File: src/rtl/hazard_ctrl.sv
// rtl/hazard_ctrl.sv - pipeline hazard controller: load-use bubbles, redirect flushes, memory freeze.
// Produces stall/flush/bubble controls combinationally and keeps stall/redirect performance counters.
module hazard_ctrl #(
  parameter int LOAD_LAT  = 1,
  parameter int FLUSH_CYC = 1,
  parameter int CNT_W     = 16
) (
  input  logic             clk,
  input  logic             rst,
  input  logic [4:0]       rs1_ID,
  input  logic [4:0]       rs2_ID,
  input  logic             rs1_used_ID,
  input  logic             rs2_used_ID,
  input  logic             valid_ID,
  input  logic [4:0]       rd_EX,
  input  logic             MemRead_EX,
  input  logic             RegWrite_EX,
  input  logic             B_JUMP,
  input  logic             dmem_busy,
  input  logic             clr_cnt,
  output logic             stall_IF,
  output logic             stall_ID,
  output logic             flush_ID,
  output logic             stall_EX,
  output logic             bubble_EX,
  output logic [1:0]       state,
  output logic [CNT_W-1:0] stall_cnt,
  output logic [CNT_W-1:0] flush_cnt
);

  typedef enum logic [1:0] {
    RUN      = 2'd0,
    LU_STALL = 2'd1,
    FLUSH    = 2'd2
  } state_t;

  localparam logic [1:0] LU_RELOAD = 2'(LOAD_LAT - 1);
  localparam logic [1:0] FL_RELOAD = 2'(FLUSH_CYC);

  state_t     cur, nxt;
  logic [1:0] cnt, cnt_nxt;
  logic       lu;
  logic       flush_evt;

  assign state = cur;

  assign lu = valid_ID & MemRead_EX & RegWrite_EX & (rd_EX != 5'd0) &
              ((rs1_used_ID & (rs1_ID == rd_EX)) | (rs2_used_ID & (rs2_ID == rd_EX)));

  always_comb begin
    nxt       = cur;
    cnt_nxt   = cnt;
    flush_evt = 1'b0;
    stall_IF  = 1'b0;
    stall_ID  = 1'b0;
    flush_ID  = 1'b0;
    stall_EX  = 1'b0;
    bubble_EX = 1'b0;
    if (dmem_busy) begin
      stall_IF = 1'b1;
      stall_ID = 1'b1;
      stall_EX = 1'b1;
    end else if (B_JUMP) begin
      flush_ID  = 1'b1;
      bubble_EX = 1'b1;
      flush_evt = 1'b1;
      if (FLUSH_CYC > 0) begin
        nxt     = FLUSH;
        cnt_nxt = FL_RELOAD;
      end else begin
        nxt     = RUN;
        cnt_nxt = 2'd0;
      end
    end else begin
      case (cur)
        RUN: begin
          if (lu) begin
            stall_IF  = 1'b1;
            stall_ID  = 1'b1;
            bubble_EX = 1'b1;
            if (LOAD_LAT > 1) begin
              nxt     = LU_STALL;
              cnt_nxt = LU_RELOAD;
            end
          end
        end
        LU_STALL: begin
          stall_IF  = 1'b1;
          stall_ID  = 1'b1;
          bubble_EX = 1'b1;
          // The state is left once the count would land on zero, so a reload of N gives N extra cycles.
          cnt_nxt   = cnt - 2'd1;
          if (cnt <= 2'd1) begin
            nxt     = RUN;
            cnt_nxt = 2'd0;
          end
        end
        FLUSH: begin
          flush_ID  = 1'b1;
          bubble_EX = 1'b1;
          cnt_nxt   = cnt - 2'd1;
          if (cnt <= 2'd1) begin
            nxt     = RUN;
            cnt_nxt = 2'd0;
          end
        end
        default: begin
          nxt     = RUN;
          cnt_nxt = 2'd0;
        end
      endcase
    end
    if (rst) begin
      flush_evt = 1'b0;
      stall_IF  = 1'b0;
      stall_ID  = 1'b0;
      flush_ID  = 1'b0;
      stall_EX  = 1'b0;
      bubble_EX = 1'b0;
    end
  end

  always_ff @(posedge clk or posedge rst) begin
    if (rst) begin
      cur <= RUN;
      cnt <= 2'd0;
    end else if (!dmem_busy) begin
      cur <= nxt;
      cnt <= cnt_nxt;
    end
  end

  always_ff @(posedge clk or posedge rst) begin
    if (rst) begin
      stall_cnt <= '0;
      flush_cnt <= '0;
    end else if (clr_cnt) begin
      stall_cnt <= '0;
      flush_cnt <= '0;
    end else begin
      if (stall_IF && (stall_cnt != {CNT_W{1'b1}}))
        stall_cnt <= stall_cnt + 1'b1;
      if (flush_evt && (flush_cnt != {CNT_W{1'b1}}))
        flush_cnt <= flush_cnt + 1'b1;
    end
  end

endmodule
File: config.mk
export PLATFORM = sky130hd
export DESIGN_NAME = hazard_ctrl
export DESIGN_NICKNAME = d
export VERILOG_FILES = /design/src/rtl/hazard_ctrl.sv
export SDC_FILE = /design/constraint.sdc
export NUM_CORES = 1
export LEC_CHECK = 0
export ABC_CLOCK_PERIOD_IN_PS = 2000
export CAP_MARGIN = 0
export CORE_MARGIN = 2
export CORE_UTILIZATION = 43
export CTS_BUF_LIST = sky130_fd_sc_hd__clkbuf_8
export DETAILED_ROUTE_END_ITERATION = 12
export PLACE_DENSITY = 0.78
export REMOVE_ABC_BUFFERS = 1
export SLEW_MARGIN = 15
export SYNTH_ARGS = -nofsm -noshare
export SYNTH_HDL_FRONTEND = slang
export SYNTH_SLANG_ARGS = --single-unit
File: constraint.sdc
create_clock -name clk -period 2 [get_ports clk]
set_input_delay 0.4 -clock clk [delete_from_list [all_inputs] [get_ports clk]]
set_output_delay 0.4 -clock clk [all_outputs]
set_load 0.005 [all_outputs]
==> results of run 1 <==
-- synthesized netlist by cell type, drive strengths merged (5+ instances only) --
cell type / n
nand4: 9
inv: 7
clkbuf: 5
xnor2: 20
nand3: 16
nor4: 6
o21ai: 13
xor2: 5
buf: 6
a21oi: 15
nor3: 6
nand2: 13
nor2: 30
or3: 11
dfrtp: 35
-- power breakdown --
| part | switching, mW | internal, mW | leakage, nW | total, mW |
|---|---|---|---|---|
| combinational | 0.112 | 0.128 | 0.953 | 0.241 |
| clock | 0.254 | 0.234 | 0.0505 | 0.489 |
| sequential | 0.00633 | 0.716 | 0.483 | 0.722 |
-- per-stage QoR --
stage	hold WS [ns]	instance area [um2]
after floorplan	0.4631	1969
after global placement	0.4869	3002
after detailed placement	0.5035	3002
after CTS	0.4656	3368
after global routing	0.3314	3423
final	0.2770	3423
-- registers in the layout (all words and copies together) (netlist names) --
register	cells
flush_cnt	16
cnt	2
state	1
stall_cnt	16
-- worst reg2reg max path: stages (launching register included) --
cell	delay [ns]
dfrtp_1	0.37
buf_4	0.11
nand4_1	0.21
nor4_4	0.47
nor2_2	0.09
a31oi_4	0.18
buf_6	0.15
buf_16	0.12
buf_6	0.10
mux2i_1	0.17
nor2_1	0.05
-- timing repair --
action	CTS	global route
endpoints found under the hold margin	0	0
pin swaps	38	25
gates resized for setup	87	23
gates cloned	2	0
buffers inserted	13	7
endpoints found under the setup margin	23	25
-- layer usage --
| layer | GRT usage (%) | up-vias | part of all wire [%] |
|---|---|---|---|
| li1 | - | 1046 | - |
| met1 | 29.63 | 1090 | 38 |
| met2 | 45.56 | 103 | 54 |
| met3 | 5.110 | 19 | 5.9 |
| met4 | 10.91 | 0 | 2.2 |
| met5 | 0 | - | 0 |
-- logic make-up (layout without fill, tap and decap cells) --
family                   after synthesis  in the layout
adder cells (fa/ha/maj)                2              2
multiplexers                           3              3
other                                  1              1
AND/OR/NAND/NOR                      106            106
XOR/XNOR                              25             25
AO/OA/AOI/OAI                         38             38
flip-flops                            35             35
buffers and inverters                 18            138
-- cell type report --
type                    instances  area, um2  area share [%]
well taps                      52      65.06           1.901
multi-input cells             175       1271           37.13
inverters                       7      26.28          0.7675
clock inverters                 3      12.51          0.3655
repair buffers                123       1104           32.24
clock buffers                   5      68.82           2.010
flip-flops and latches         35      875.8           25.58
-- worst paths after layout --
path | to | slack, ns | cells past startpoint
max in group asynchronous | stall_cnt[8] | 1.40 | 3
worst min register to register | cnt[1] | 0.52 | 1
worst max register to register | stall_cnt[1] | -0.14 | 10
worst max-delay path | stall_cnt[1] | -0.14 | 10
worst min-delay path | cnt[0] | 0.28 | 3
min in group clk | cnt[1] | 0.52 | 1
==> out/metrics.yaml, run 1 <==
crit_fanout: 7
grt_use_total_pct: 25.53
grt_pass1_wl_mm: 10.47
cts_buffers: 5
synth_edf_count: 0
synth_compound_area_share_pct: 10.69
final_common_cell: "buf_4"
finalSetupViolCount: 14
antenna_found_initial: 0
reg2reg_from: "stall_cnt[3]"
firstDrtPassIters: 4
finalPower_mw: 1.452
critical-path-max-stage-delay_ns: 0.47
p_leak_nw: 1.487
cts_hold_buf: 0
wl_per_cell_um: 16.63
fmax_mhz: 467.8
gp_congestion: 0.7983
root_buffer: "clkbuf_8"
critPathBufInv: 4
coreArea_um2: 4444
setup_tns_ns: -1.218
cpMaxStageDelayCell: "nor4_4"
hold_class: "in2async"
fin_util_pct: 77.03
ys_warn_count: 0
grt_pass1_vias: 2261
status: "complete, but fails checks"
drive_above_1_share_pct: 32.18
cp-startpoint: "stall_cnt[3]"
die-area_um2: 5273
cpMostUsedCell: "buf_6"
final_cells: 400
worstPathRequired_ns: 2.17
drv_slew: 0
ys_ff_latch: 35
synth_mux_area_share_pct: 1.545
yosys-top-cells-area: "dfrtp_1, xnor2_1, nor2_1, a21oi_1, nand3_1"
antenna_left: 0
synth.distinct_cells: 39
syn-mean-instance-area_um2: 8.879
period_minus_slack_ns: 2.137
diodes: 0
ys_seq_area_share_pct: 43.26
violations: "negative setup slack"
synth_top_area_share_pct: 43.26
fill_cells: 305
syn_area_um2: 2024
synthArstFlopShare_pct: 100.0
initial_core_util_pct: 45.55
synth-simple-area-share_pct: 28.24
die_w_um: 72.62
drt_iter0_markers: 170
clock_latency_ns: 0.29
p_per_area_nw_per_um2: 424.0
synthAdderAreaFrac_pct: 1.236
crit_family: "simple AND/OR/NAND/NOR gates"
finalClockSkew_ns: 0.01233
nNetsFinal: 374
synth_top_family_by_area: "simple AND/OR/NAND/NOR gates"
arrival_ns: 2.31
cts_sinks: 35
portBuffers: 62
finalHoldViolCount: 0
htreeDepth: 2
io_pins: 64
crit_type: "reg2reg"
via_per_inst: 5.645
timing.final.ws_setup_ns: -0.1374
path_clk_slew_ns: 0.08
synthFlopType: "dfrtp_1"
num_rows: 24
ir_drop_uv: 283.1
die_h_um: 72.62
route.detailed.drc: 0
grt_max_degree: 36
cp-end-kind: "flop"
cts_buffer_depth: 2
setup.worst_path.start_class: "flop"
layout_worst_path_cycle_share_pct: 106.9
syn_to_final_growth_pct: 69.10
overflow: 0
grt_setup_unrepaired: "yes"
synth_top_cell_by_area: "dfrtp_1"
dp_hpwl_mm: 4.002
syn_inst: 228
dp_cells: 373
drt_wl_total_mm: 6.650
path_cells: "buf_4 > nand4_1 > nor4_4 > nor2_2 > a31oi_4 > buf_6 > buf_16 > buf_6 > mux2i_1 > nor2_1"
dp_slack_ns: -0.7855
via_count: 2258
drv_cap: 0
most-common-layout-cells: "buf_4, clkdlybuf4s50_1, dfrtp_1, nor2_1"
cts_tree: "yes"
synth_xor_xnor_area_share_pct: 10.82
Note: power is estimated with default switching activity, not from simulation.
==> run 2: changes to the inputs <==
- GPL_ROUTABILITY_DRIVEN: unset -> 0
==> results of run 2 <==
Final layout, timing and power as in run 1 (identical DEF).
==> run 3: changes to the inputs <==
- CELL_PAD_IN_SITES_DETAIL_PLACEMENT: unset -> 1
- CELL_PAD_IN_SITES_GLOBAL_PLACEMENT: unset -> 1
- CORE_UTILIZATION: 43 -> 32
- PLACE_DENSITY: 0.78 -> unset
- PLACE_DENSITY_LB_ADDON: unset -> 0.1
==> run 3 against run 2 <==
  * The run still ends with negative setup slack left
  * Utilization down 20 points
  * Sequential power about the same
  * Via count down 5.4%
  * Count of clock-buffer cells in the layout unchanged
  * First-iteration DRC count down 65%
  * Largest power group unchanged
  * Critical endpoint is now stall_cnt[6]
  * Setup slack better by 0.10 ns
  * Highest routed layer unchanged
  * Fmax up 4.9%
==> out/metrics.yaml, run 3 (synthesis results as in run 1) <==
hold_ws_ns: 0.4386
finalSetupViolCount: 2
diodes: 0
grt_max_degree: 36
setup.worst_path.start_class: "flop"
coreArea_um2: 6026
layout_worst_path_cycle_share_pct: 101.8
drv_slew: 0
die_h_um: 83.54
dr_wl_met2_mm: 3.538
initial_core_util_pct: 33.60
fin_util_pct: 56.54
overflow: 0
clock_latency_ns: 0.29
cts_buffer_depth: 2
dr_wl_met3_um: 214
reg_top3: "flush_cnt x16, stall_cnt x16, cnt x2"
root_buffer: "clkbuf_8"
finalInstanceArea_um2: 3407
route.detailed.drc: 0
finalHoldViolCount: 0
grt_use_total_pct: 18.20
finalClockSkew_ns: 0.007089
final_common_cell: "buf_4"
ir_drop_uv: 410.3
syn_to_final_growth_pct: 68.29
portBuffers: 62
cp-end-kind: "flop"
via_per_inst: 5.100
grt_setup_unrepaired: "yes"
cts_hold_buf: 0
path_clk_slew_ns: 0.08
arrival_ns: 2.22
htreeDepth: 2
crit_type: "reg2reg"
drv_cap: 0
cts_buffers: 5
drt_wl_total_mm: 7.043
violations: "negative setup slack"
drt_iter0_markers: 59
cts_tree: "yes"
antenna_left: 0
dp_hpwl_mm: 4.537
place_area_um2: 3033
nNetsFinal: 370
p_leak_nw: 1.512
num_rows: 28
timing.final.ws_setup_ns: -0.03697
hold_class: "in2async"
io_pins: 64
grt_pass1_vias: 2191
most-common-layout-cells: "buf_4, clkdlybuf4s50_1, dfrtp_1, nor2_1, nand3_1"
antenna_found_initial: 0
period_minus_slack_ns: 2.037
die_w_um: 83.54
status: "complete, but fails checks"
wl_met1_mm: 3.217
firstDrtPassIters: 4
wl_per_cell_um: 16.81
fmax_mhz: 490.9
p_per_area_nw_per_um2: 435.4
final_cells: 419
crit_fanout: 9
via_count: 2137
fill_cells: 694
die-area_um2: 6979
drive_above_1_share_pct: 34.01
dp_slack_ns: -0.7318
dr.max_layer_used: "met4"
worstPathRequired_ns: 2.18
cts_sinks: 35
grt_pass1_wl_mm: 10.44
dp_cells: 398
[run 3: cell types whose count changed in the layout (fill, tap and decap cells not counted), sizes merged]
cell | before | now
dlymetal6s2s | 0 | 5
clkinvlp | 0 | 2
bufbuf | 0 | 1
clkbuf | 6 | 16
inv | 9 | 7
buf | 68 | 61
clkdlybuf4s15 | 8 | 2
dlygate4sd2 | 10 | 3
[run 3: what timing repair did]
| item | CTS | global route |
|---|---|---|
| buffers inserted | 4 | 7 |
| gates resized for setup | 46 | 67 |
| gates cloned | 1 | 1 |
| setup endpoints to repair | 24 | 25 |
| pin swaps | 18 | 21 |
[run 3: cell type report]
class,instances,area (um2),share of cell area [%]
inverters,7,26.28,0.7712
repair buffers,119,1077,31.62
well taps,75,93.84,2.754
multi-input cells,175,1245,36.54
clock buffers,5,68.82,2.020
clock inverters,3,20.02,0.5876
flip-flops and latches,35,875.8,25.71
[run 3: metrics by stage]
| stage | TNS, ns | power [mW] |
|---|---|---|
| 6_report | -0.05850 | 1.483 |
| 2_1_floorplan | -10.28 | 0.8018 |
| 3_3_place_gp | -13.14 | 0.9411 |
| 4_1_cts | -0.003164 | 1.475 |
| 3_5_place_dp | -14.25 | 0.9437 |
| 5_1_grt | -1.093 | 1.560 |
[run 3: routing by layer]
layer  GRT usage, %  vias up
met3          3.462        6
met4          4.399        0
met1          24.55     1038
met5              0        -
met2          30.21       56
li1               -     1037
[run 3: path summary, 6_finish.rpt]
path,start,to,slack [ns],cells past startpoint
max,stall_cnt[4],stall_cnt[6],-0.04,8
min,rst,state[1],0.44,3
max reg2reg,stall_cnt[4],stall_cnt[6],-0.04,8
min reg2reg,cnt[1],cnt[1],0.53,1
max in group asynchronous,rst,stall_cnt[2],1.22,3
min in group clk,cnt[1],cnt[1],0.53,1
[run 3: power breakdown]
group	leakage, nW	switching [mW]	internal, mW
Combinational	0.988	0.110	0.130
Sequential	0.483	0.00524	0.716
Clock	0.0402	0.281	0.242
Total	1.51	0.396	1.09
[run 3: critical path: stages (launching register included)]
cell     delay [ns]
dfrtp_1        0.40
nand4_1        0.22
nor4_4         0.45
nor2b_4        0.08
a31oi_4        0.24
buf_12         0.16
buf_4          0.12
nor4_1         0.05
o21ba_2        0.21
